**src/rtl/alu_arbiter.sv**
```systemverilog
// Two-requester front end for a single shared ALU: arbitrate, issue one op, return its result.
// Optional build macro ALU_ARB_FIXED_PRIO_EN makes requester 0 win every tie (round-robin when undefined).
module alu_arbiter #(
  parameter int DATA_W = 8
) (
  input  logic              clk,
  input  logic              rstN,
  input  logic              req0Valid,
  input  logic              req1Valid,
  output logic              req0Ready,
  output logic              req1Ready,
  input  logic [DATA_W-1:0] req0Op1,
  input  logic [DATA_W-1:0] req0Op2,
  input  logic [2:0]        req0Aluop,
  input  logic              req0ShiftEnable,
  input  logic              req0ShiftDirection,
  input  logic [DATA_W-1:0] req1Op1,
  input  logic [DATA_W-1:0] req1Op2,
  input  logic [2:0]        req1Aluop,
  input  logic              req1ShiftEnable,
  input  logic              req1ShiftDirection,
  output logic [DATA_W-1:0] aluOp1,
  output logic [DATA_W-1:0] aluOp2,
  output logic [2:0]        aluAluop,
  output logic              aluShiftEnable,
  output logic              aluShiftDirection,
  input  logic [DATA_W-1:0] aluResult,
  input  logic              aluEqual,
  input  logic              aluLessThan,
  output logic              respValid,
  input  logic              respReady,
  output logic              respId,
  output logic [DATA_W-1:0] respResult,
  output logic              respEqual,
  output logic              respLessThan,
  output logic              busy
);

  typedef enum logic [1:0] {
    IDLE = 2'd0,
    EXEC = 2'd1,
    RESP = 2'd2
  } state_t;

  state_t              r_state;
  state_t              w_next_state;
  logic                r_last_grant;
  logic                w_grant0;
  logic                w_grant1;
  logic                w_accept;

  logic [DATA_W-1:0]   r_op1;
  logic [DATA_W-1:0]   r_op2;
  logic [2:0]          r_aluop;
  logic                r_shift_en;
  logic                r_shift_dir;
  logic                r_id;
  logic                r_resp_valid;
  logic [DATA_W-1:0]   r_resp_result;
  logic                r_resp_equal;
  logic                r_resp_less;
  logic                r_busy;

  logic [DATA_W-1:0]   w_sel_op1;
  logic [DATA_W-1:0]   w_sel_op2;
  logic [2:0]          w_sel_aluop;
  logic                w_sel_shift_en;
  logic                w_sel_shift_dir;

  // Grant decision: only in IDLE, purely from current valids and the last winner.
  always_comb begin
    w_grant0 = 1'b0;
    w_grant1 = 1'b0;
    if (r_state == IDLE) begin
      if (req0Valid && req1Valid) begin
`ifdef ALU_ARB_FIXED_PRIO_EN
        w_grant0 = 1'b1;
        w_grant1 = 1'b0;
`else
        w_grant0 = r_last_grant;
        w_grant1 = ~r_last_grant;
`endif
      end else begin
        w_grant0 = req0Valid;
        w_grant1 = req1Valid;
      end
    end else begin
      w_grant0 = 1'b0;
      w_grant1 = 1'b0;
    end
  end

  assign w_accept  = w_grant0 | w_grant1;
  assign req0Ready = w_grant0;
  assign req1Ready = w_grant1;

  assign w_sel_op1       = w_grant1 ? req1Op1            : req0Op1;
  assign w_sel_op2       = w_grant1 ? req1Op2            : req0Op2;
  assign w_sel_aluop     = w_grant1 ? req1Aluop          : req0Aluop;
  assign w_sel_shift_en  = w_grant1 ? req1ShiftEnable    : req0ShiftEnable;
  assign w_sel_shift_dir = w_grant1 ? req1ShiftDirection : req0ShiftDirection;

  // Next-state logic: one EXEC cycle, then hold RESP until the consumer takes it.
  always_comb begin
    w_next_state = r_state;
    case (r_state)
      IDLE: begin
        if (w_accept) w_next_state = EXEC;
        else          w_next_state = IDLE;
      end
      EXEC: w_next_state = RESP;
      RESP: begin
        if (respReady) w_next_state = IDLE;
        else           w_next_state = RESP;
      end
      default: w_next_state = IDLE;
    endcase
  end

  // State register.
  always_ff @(posedge clk or negedge rstN) begin
    if (!rstN) r_state <= IDLE;
    else       r_state <= w_next_state;
  end

  // Operation latch, response capture and status flags; reset drops any in-flight op.
  always_ff @(posedge clk or negedge rstN) begin
    if (!rstN) begin
      r_last_grant  <= 1'b1;
      r_op1         <= '0;
      r_op2         <= '0;
      r_aluop       <= 3'd0;
      r_shift_en    <= 1'b0;
      r_shift_dir   <= 1'b0;
      r_id          <= 1'b0;
      r_resp_valid  <= 1'b0;
      r_resp_result <= '0;
      r_resp_equal  <= 1'b0;
      r_resp_less   <= 1'b0;
      r_busy        <= 1'b0;
    end else begin
      if (w_accept) begin
        r_op1        <= w_sel_op1;
        r_op2        <= w_sel_op2;
        r_aluop      <= w_sel_aluop;
        r_shift_en   <= w_sel_shift_en;
        r_shift_dir  <= w_sel_shift_dir;
        r_id         <= w_grant1;
        r_last_grant <= w_grant1;
      end
      if (r_state == EXEC) begin
        r_resp_result <= aluResult;
        r_resp_equal  <= aluEqual;
        r_resp_less   <= aluLessThan;
      end
      r_resp_valid <= (w_next_state == RESP);
      r_busy       <= (w_next_state != IDLE);
    end
  end

  assign aluOp1            = r_op1;
  assign aluOp2            = r_op2;
  assign aluAluop          = r_aluop;
  assign aluShiftEnable    = r_shift_en;
  assign aluShiftDirection = r_shift_dir;
  assign respValid         = r_resp_valid;
  assign respId            = r_id;
  assign respResult        = r_resp_result;
  assign respEqual         = r_resp_equal;
  assign respLessThan      = r_resp_less;
  assign busy              = r_busy;

endmodule

```
**config.mk**
```make
export PLATFORM = sky130hd
export DESIGN_NAME = alu_arbiter
export DESIGN_NICKNAME = d
export VERILOG_FILES = /design/src/rtl/alu_arbiter.sv
export SDC_FILE = /design/constraint.sdc
export NUM_CORES = 1
export LEC_CHECK = 0
export BUFFER_PORTS_ARGS = -buffer_cell sky130_fd_sc_hd__buf_2
export CAP_MARGIN = 20
export CORE_MARGIN = 2
export CORE_UTILIZATION = 33
export CTS_CLUSTER_DIAMETER = 120
export DETAILED_ROUTE_END_ITERATION = 7
export SLEW_MARGIN = 0
export SYNTH_ARGS = -nofsm -noshare
export SYNTH_HDL_FRONTEND = slang
export SYNTH_SLANG_ARGS = --single-unit
```
**constraint.sdc**
```tcl
create_clock -name clk -period 3.25 [get_ports clk]
set_input_delay 0.325 -clock clk [delete_from_list [all_inputs] [get_ports clk]]
set_output_delay 0.325 -clock clk [all_outputs]
set_load 0.01 [all_outputs]
```
==> results.sh, run 1 <==
export IMPL_finalSetupViolCount=0
export IMPL_clock_sinks=37
export IMPL_pwr_share_seq_pct=38.0
export IMPL_final_cell_mix="92 x buf_2, 36 x dfrtp_1, 21 x and4_1, 21 x a221o_1, 20 x nor3b_2"
export IMPL_fillers=536
export IMPL_power_switching_mw=0.8650
export IMPL_rsz0062_at_grt="false"
export IMPL_cts_reportedPaths_clkPinSlew_ps=70
export IMPL_numCtsBuffers=5
export IMPL_endpoint_kind="output port"
export IMPL_fmax_mhz=384.8
export IMPL_ys_flop_type="dfrtp_1"
export IMPL_final_common_cell="buf_2"
export IMPL_grtUsageTotal_pct=15.18
export IMPL_grt_pass1_wl_um=7458
export IMPL_met3_wirelength_um=301
export IMPL_overflow=0
export IMPL_required_ps=2920
export IMPL_hold_slack_ps=124.6
export IMPL_min_path_type="input pin to async pin"
export IMPL_sw_frac_of_total_pct=38.83
export IMPL_wl_met2_um=2295
export IMPL_ys_types=23
export IMPL_setup_tns_ps=0
export IMPL_final_area_sq_um=2444
export IMPL_async_flop_share_pct=100.0
export IMPL_core_sq_um=5507
export IMPL_cts_buffer_depth=2
export IMPL_cts_tree="yes"
export IMPL_nets=285
export IMPL_dr_pass1_iters=4
export IMPL_critPathMaxFanout=24
export IMPL_p_comb_share_pct=48.3
export IMPL_synth_avg_cell_area_sq_um=13.19
export IMPL_place_gp_congestion=0.7213
export IMPL_ys_warn_count=0
export IMPL_wl_per_cell_um=15.69
export IMPL_finalCritPeriodShare_pct=79.95
export IMPL_synth_edf_count=0
export IMPL_ys_ff_latch=37
export IMPL_htree_levels=2
export IMPL_dieHeight_um=79.62
export IMPL_antenna_found_initial=0
export IMPL_wl_met1_um=2025
export IMPL_chipWidth_um=79.62
export IMPL_cp_start_kind="flip-flop"
export IMPL_crit_type="flip-flop to output port"
export IMPL_post_cts_setup_buffer_count=0
export IMPL_clk_latency_ps=280
export IMPL_drc_errors=0
export IMPL_clkPwrFrac_pct=13.8
export IMPL_vias_per_cell=5.073
export IMPL_stdcell_count=301
export IMPL_report_final_slew_viol_count=0
export IMPL_holdBufCountCts=0
export IMPL_ys_seq_area_share_pct=49.14
export IMPL_dp_cells=293
export IMPL_fin_crit_ps=2598
export IMPL_portBuffers=92
export IMPL_dieArea_sq_um=6339
export IMPL_tightest_slew_ps=1048
export IMPL_dpl_hpwl_um=3352
export IMPL_hold_viol_final=0
export IMPL_pin_count=93
export IMPL_leakagePower_nw=1.169
export IMPL_placed_area_sq_um=2357
export IMPL_first_global_vias=1522
export IMPL_routed_top_layer="met4"
export IMPL_rows=27
export IMPL_antennaDiodeCount=0
export IMPL_ant_nets=0
export IMPL_drive_gt1_share_pct=59.83
export IMPL_cp_data_arrival_time_ps=2270
export IMPL_fin_skew_ps=5.654
export IMPL_start_util_pct=34.26
export IMPL_p_int_mw=1.363
export IMPL_wirelength_um=4724
export IMPL_syn_inst=143
export IMPL_rr_worst_depth=3
export IMPL_area_growth_pct=29.51
export IMPL_cts_resized=0
export IMPL_first_iter_violations=64
export IMPL_root_buffer="clkbuf_8"
export IMPL_grt_max_degree=38
export IMPL_power_density_nw_per_um2=911.7
export IMPL_maxCapViolations=0
export IMPL_vias=1527
export IMPL_outcome="completed"
export IMPL_syn_area_sq_um=1887
export IMPL_syn_nets=200
export IMPL_ir_worst_vdd_mv=0.2742
export IMPL_slew_headroom_pct=30.13
==> metrics by stage <==
step	power, mW	setup WS, ps	utilization, %
after floorplan	1.597	1880	-
after global placement	1.928	895.1	42.81
after detailed placement	1.946	857.5	42.81
after CTS	2.257	634.8	44.38
after global routing	2.399	448.0	44.38
final	2.228	651.5	44.38
==> state kept, by name (all words and copies together) (netlist names), 2 cells and up <==
name,flops
aluAluop,3
aluOp1,8
aluOp2,8
r_state,2
respResult,8
==> layout make-up <==
class,instances,area [sq um],area share (%)
Sequential cell,37,927.1,37.94
Multi-Input combinational cell,88,860.8,35.23
Timing Repair Buffer,93,467.9,19.15
Tap cell,72,90.09,3.687
Clock buffer,5,68.82,2.816
Clock inverter,3,17.52,0.7168
Inverter,3,11.26,0.4608
==> power groups by stage <==
stage / combinational [mW] / sequential, mW / clock (mW)
finish: 1.08 / 0.846 / 0.307
global route: 1.18 / 0.875 / 0.340
CTS: 1.09 / 0.846 / 0.320
detailed placement: 1.10 / 0.847 / 0
global placement: 1.08 / 0.851 / 0
floorplan: 0.657 / 0.939 / 0
==> routing by layer <==
layer	GRT usage [%]	vias up
met3	3.507	9
met1	18.80	736
met2	25.46	53
met4	6.034	0
met5	0	-
li1	-	729
==> path summary, 6_finish.rpt <==
path                              start       endpoint  slack (ps)
min reg2reg                   respEqual      respEqual         500
max in group asynchronous          rstN      respValid        2630
max                          r_state[1]      req1Ready         650
min                                rstN      aluOp1[6]         120
max reg2reg                  r_state[1]      aluOp1[7]        1030
min in group clk           aluResult[2]  respResult[2]         270
==> synthesized netlist by cell type (all sizes together) (2+ instances only) <==
cell type,n,share of area [%]
dfrtp,36,48
o21ai,3,0.99
a21o,2,0.80
nor3b,21,14
inv,3,0.60
and4,21,9.7
nor2,2,0.93
buf,11,3.8
nand2b,3,0.99
mux2,10,6.0
a221o,21,11
nand2,2,0.40
clkbuf,4,0.80
==> cell families (layout without fill, tap and decap cells) <==
kind of cell           Yosys count  after routing  synth area share [%]
AND/OR/NAND/NOR                 51             51                 26.46
flip-flops                      37             37                 49.14
AO/OA/AOI/OAI                   27             27                 13.20
buffers and inverters           18            104                 5.238
multiplexers                    10             10                 5.968
==> worst max-delay path, stage by stage, from the launching register on <==
cell and delay [ps]:
dfrtp_1 430, nor2_4 400, nand3_1 750, inv_2 250
buf_2 160
No activity file was read; power rests on OpenSTA's default activity.
==> run 2, diff against run 1 <==
==> constraint.sdc (replaced) <==
create_clock -name clk -period 2.7 [get_ports clk]
set_input_delay 0.27 -clock clk [delete_from_list [all_inputs] [get_ports clk]]
set_output_delay 0.27 -clock clk [all_outputs]
set_load 0.01 [all_outputs]
==> results.sh, run 2 (synthesis gave the netlist of run 1 again) <==
export IMPL_antenna_found_initial=0
export IMPL_cts_reportedPaths_clkPinSlew_ps=70
export IMPL_required_ps=2430
export IMPL_fin_skew_ps=4.622
export IMPL_ir_worst_vdd_mv=0.3370
export IMPL_cp_start_kind="flip-flop"
export IMPL_first_global_vias=1538
export IMPL_cts_buffer_depth=2
export IMPL_ant_nets=0
export IMPL_dieHeight_um=79.62
export IMPL_wl_per_cell_um=16.27
export IMPL_grtUsageTotal_pct=15.62
export IMPL_drive_gt1_share_pct=59.91
export IMPL_chipWidth_um=79.62
export IMPL_fillers=552
export IMPL_wl_met1_um=2070
export IMPL_rows=27
export IMPL_grt_max_degree=38
export IMPL_sw_frac_of_total_pct=38.81
export IMPL_hold_viol_final=0
export IMPL_final_cell_mix="92 x buf_2, 36 x dfrtp_1, 21 x and4_1, 21 x a221o_1, 20 x nor3b_2"
export IMPL_pin_count=93
export IMPL_place_gp_congestion=0.7293
export IMPL_cts_tree="yes"
export IMPL_dieArea_sq_um=6339
export IMPL_slew_headroom_pct=46.46
export IMPL_outcome="completed"
export IMPL_antennaDiodeCount=0
export IMPL_drc_errors=0
export IMPL_fin_crit_ps=2146
export IMPL_portBuffers=92
export IMPL_overflow=0
export IMPL_power_density_nw_per_um2=1098
export IMPL_min_path_type="input pin to async pin"
export IMPL_pwr_share_seq_pct=37.5
export IMPL_dr_pass1_iters=4
export IMPL_cts_resized=0
export IMPL_clock_sinks=37
export IMPL_rsz0062_at_grt="false"
export IMPL_numCtsBuffers=5
export IMPL_grt_pass1_wl_um=7603
export IMPL_wl_met2_um=2432
export IMPL_endpoint_kind="output port"
export IMPL_maxCapViolations=0
export IMPL_report_final_slew_viol_count=0
export IMPL_utilization_pct=44.94
export IMPL_first_iter_violations=97
export IMPL_leakagePower_nw=1.187
export IMPL_critPathMaxFanout=24
export IMPL_cp_data_arrival_time_ps=1880
export IMPL_vias=1564
export IMPL_finalCritPeriodShare_pct=79.48
export IMPL_reg2reg_to="aluOp1[3]"
export IMPL_core_sq_um=5507
export IMPL_area_growth_pct=31.17
export IMPL_routed_top_layer="met4"
export IMPL_p_int_mw=1.662
export IMPL_fmax_mhz=466.0
export IMPL_holdBufCountCts=0
export IMPL_clkPwrFrac_pct=13.4
export IMPL_setup_tns_ps=0
export IMPL_tightest_slew_ps=803.0
export IMPL_reg2reg_from="r_state[1]"
export IMPL_post_cts_setup_buffer_count=0
export IMPL_p_comb_share_pct=49.1
export IMPL_start_util_pct=34.26
export IMPL_rr_worst_depth=4
export IMPL_total_power_mw=2.717
export IMPL_nets=288
export IMPL_clk_latency_ps=290
export IMPL_wirelength_um=4945
export IMPL_dpl_hpwl_um=3574
export IMPL_power_switching_mw=1.054
export IMPL_finalSetupViolCount=0
export IMPL_htree_levels=2
export IMPL_crit_type="flip-flop to output port"
export IMPL_final_common_cell="buf_2"
export IMPL_vias_per_cell=5.145
export IMPL_met3_wirelength_um=329
export IMPL_root_buffer="clkbuf_8"
export IMPL_reg2reg_slack_ps=680
## run 2: power groups by stage
| stage | Clock [mW] | Sequential, mW | Combinational [mW] |
|---|---|---|---|
| after CTS | 0.374 | 1.02 | 1.35 |
| after global routing | 0.399 | 1.05 | 1.46 |
| after detailed placement | 0 | 1.02 | 1.36 |
| after floorplan | 0 | 1.13 | 0.791 |
| after global placement | 0 | 1.02 | 1.32 |
| final | 0.363 | 1.02 | 1.33 |
## run 2: worst max path at each step
stage | cells past startpoint | slack, ps | start | to
after floorplan | 4 | 1380 | r_state[1] | req0Ready
after global placement | 4 | 740 | r_state[1] | aluOp1[3]
after detailed placement | 4 | 680 | r_state[1] | aluOp2[3]
after CTS | 4 | 540 | r_state[1] | req1Ready
after global routing | 4 | 410 | r_state[1] | req1Ready
final | 4 | 550 | r_state[1] | req1Ready
## run 2: worst max-delay path: stages (launching register included)
cell and delay, ps:
dfrtp_1 440, nor2_4 380, nand3_1 440, inv_2 190
buf_2 150
## run 2: final cells by class
cell class / instances / area [sq um] / area share (%)
sequential: 37 / 927.1 / 37.46
clock inverter: 2 / 10.01 / 0.4044
inverter: 3 / 11.26 / 0.4550
multi-input combinational: 88 / 860.8 / 34.78
timing repair buffer: 96 / 503.0 / 20.32
tap: 72 / 90.09 / 3.640
clock buffer: 6 / 72.57 / 2.932
## run 2: stage by stage
step                setup WS [ps]  area, sq um  instances  hold WS (ps)
detailed placement          684.4         2392        296         416.3
finish                      553.9         2475        304         71.50
CTS                         539.6         2475        304         101.9
floorplan                    1385         1887        143        -25.59
global placement            740.4         2392        296         410.5
global route                411.3         2475        304         143.0
## run 2: metal layers
metal / track usage (%) / vias up
met5: 0 / -
met2: 26.05 / 65
met3: 3.394 / 8
met1: 18.85 / 751
li1: - / 740
met4: 8.103 / 0
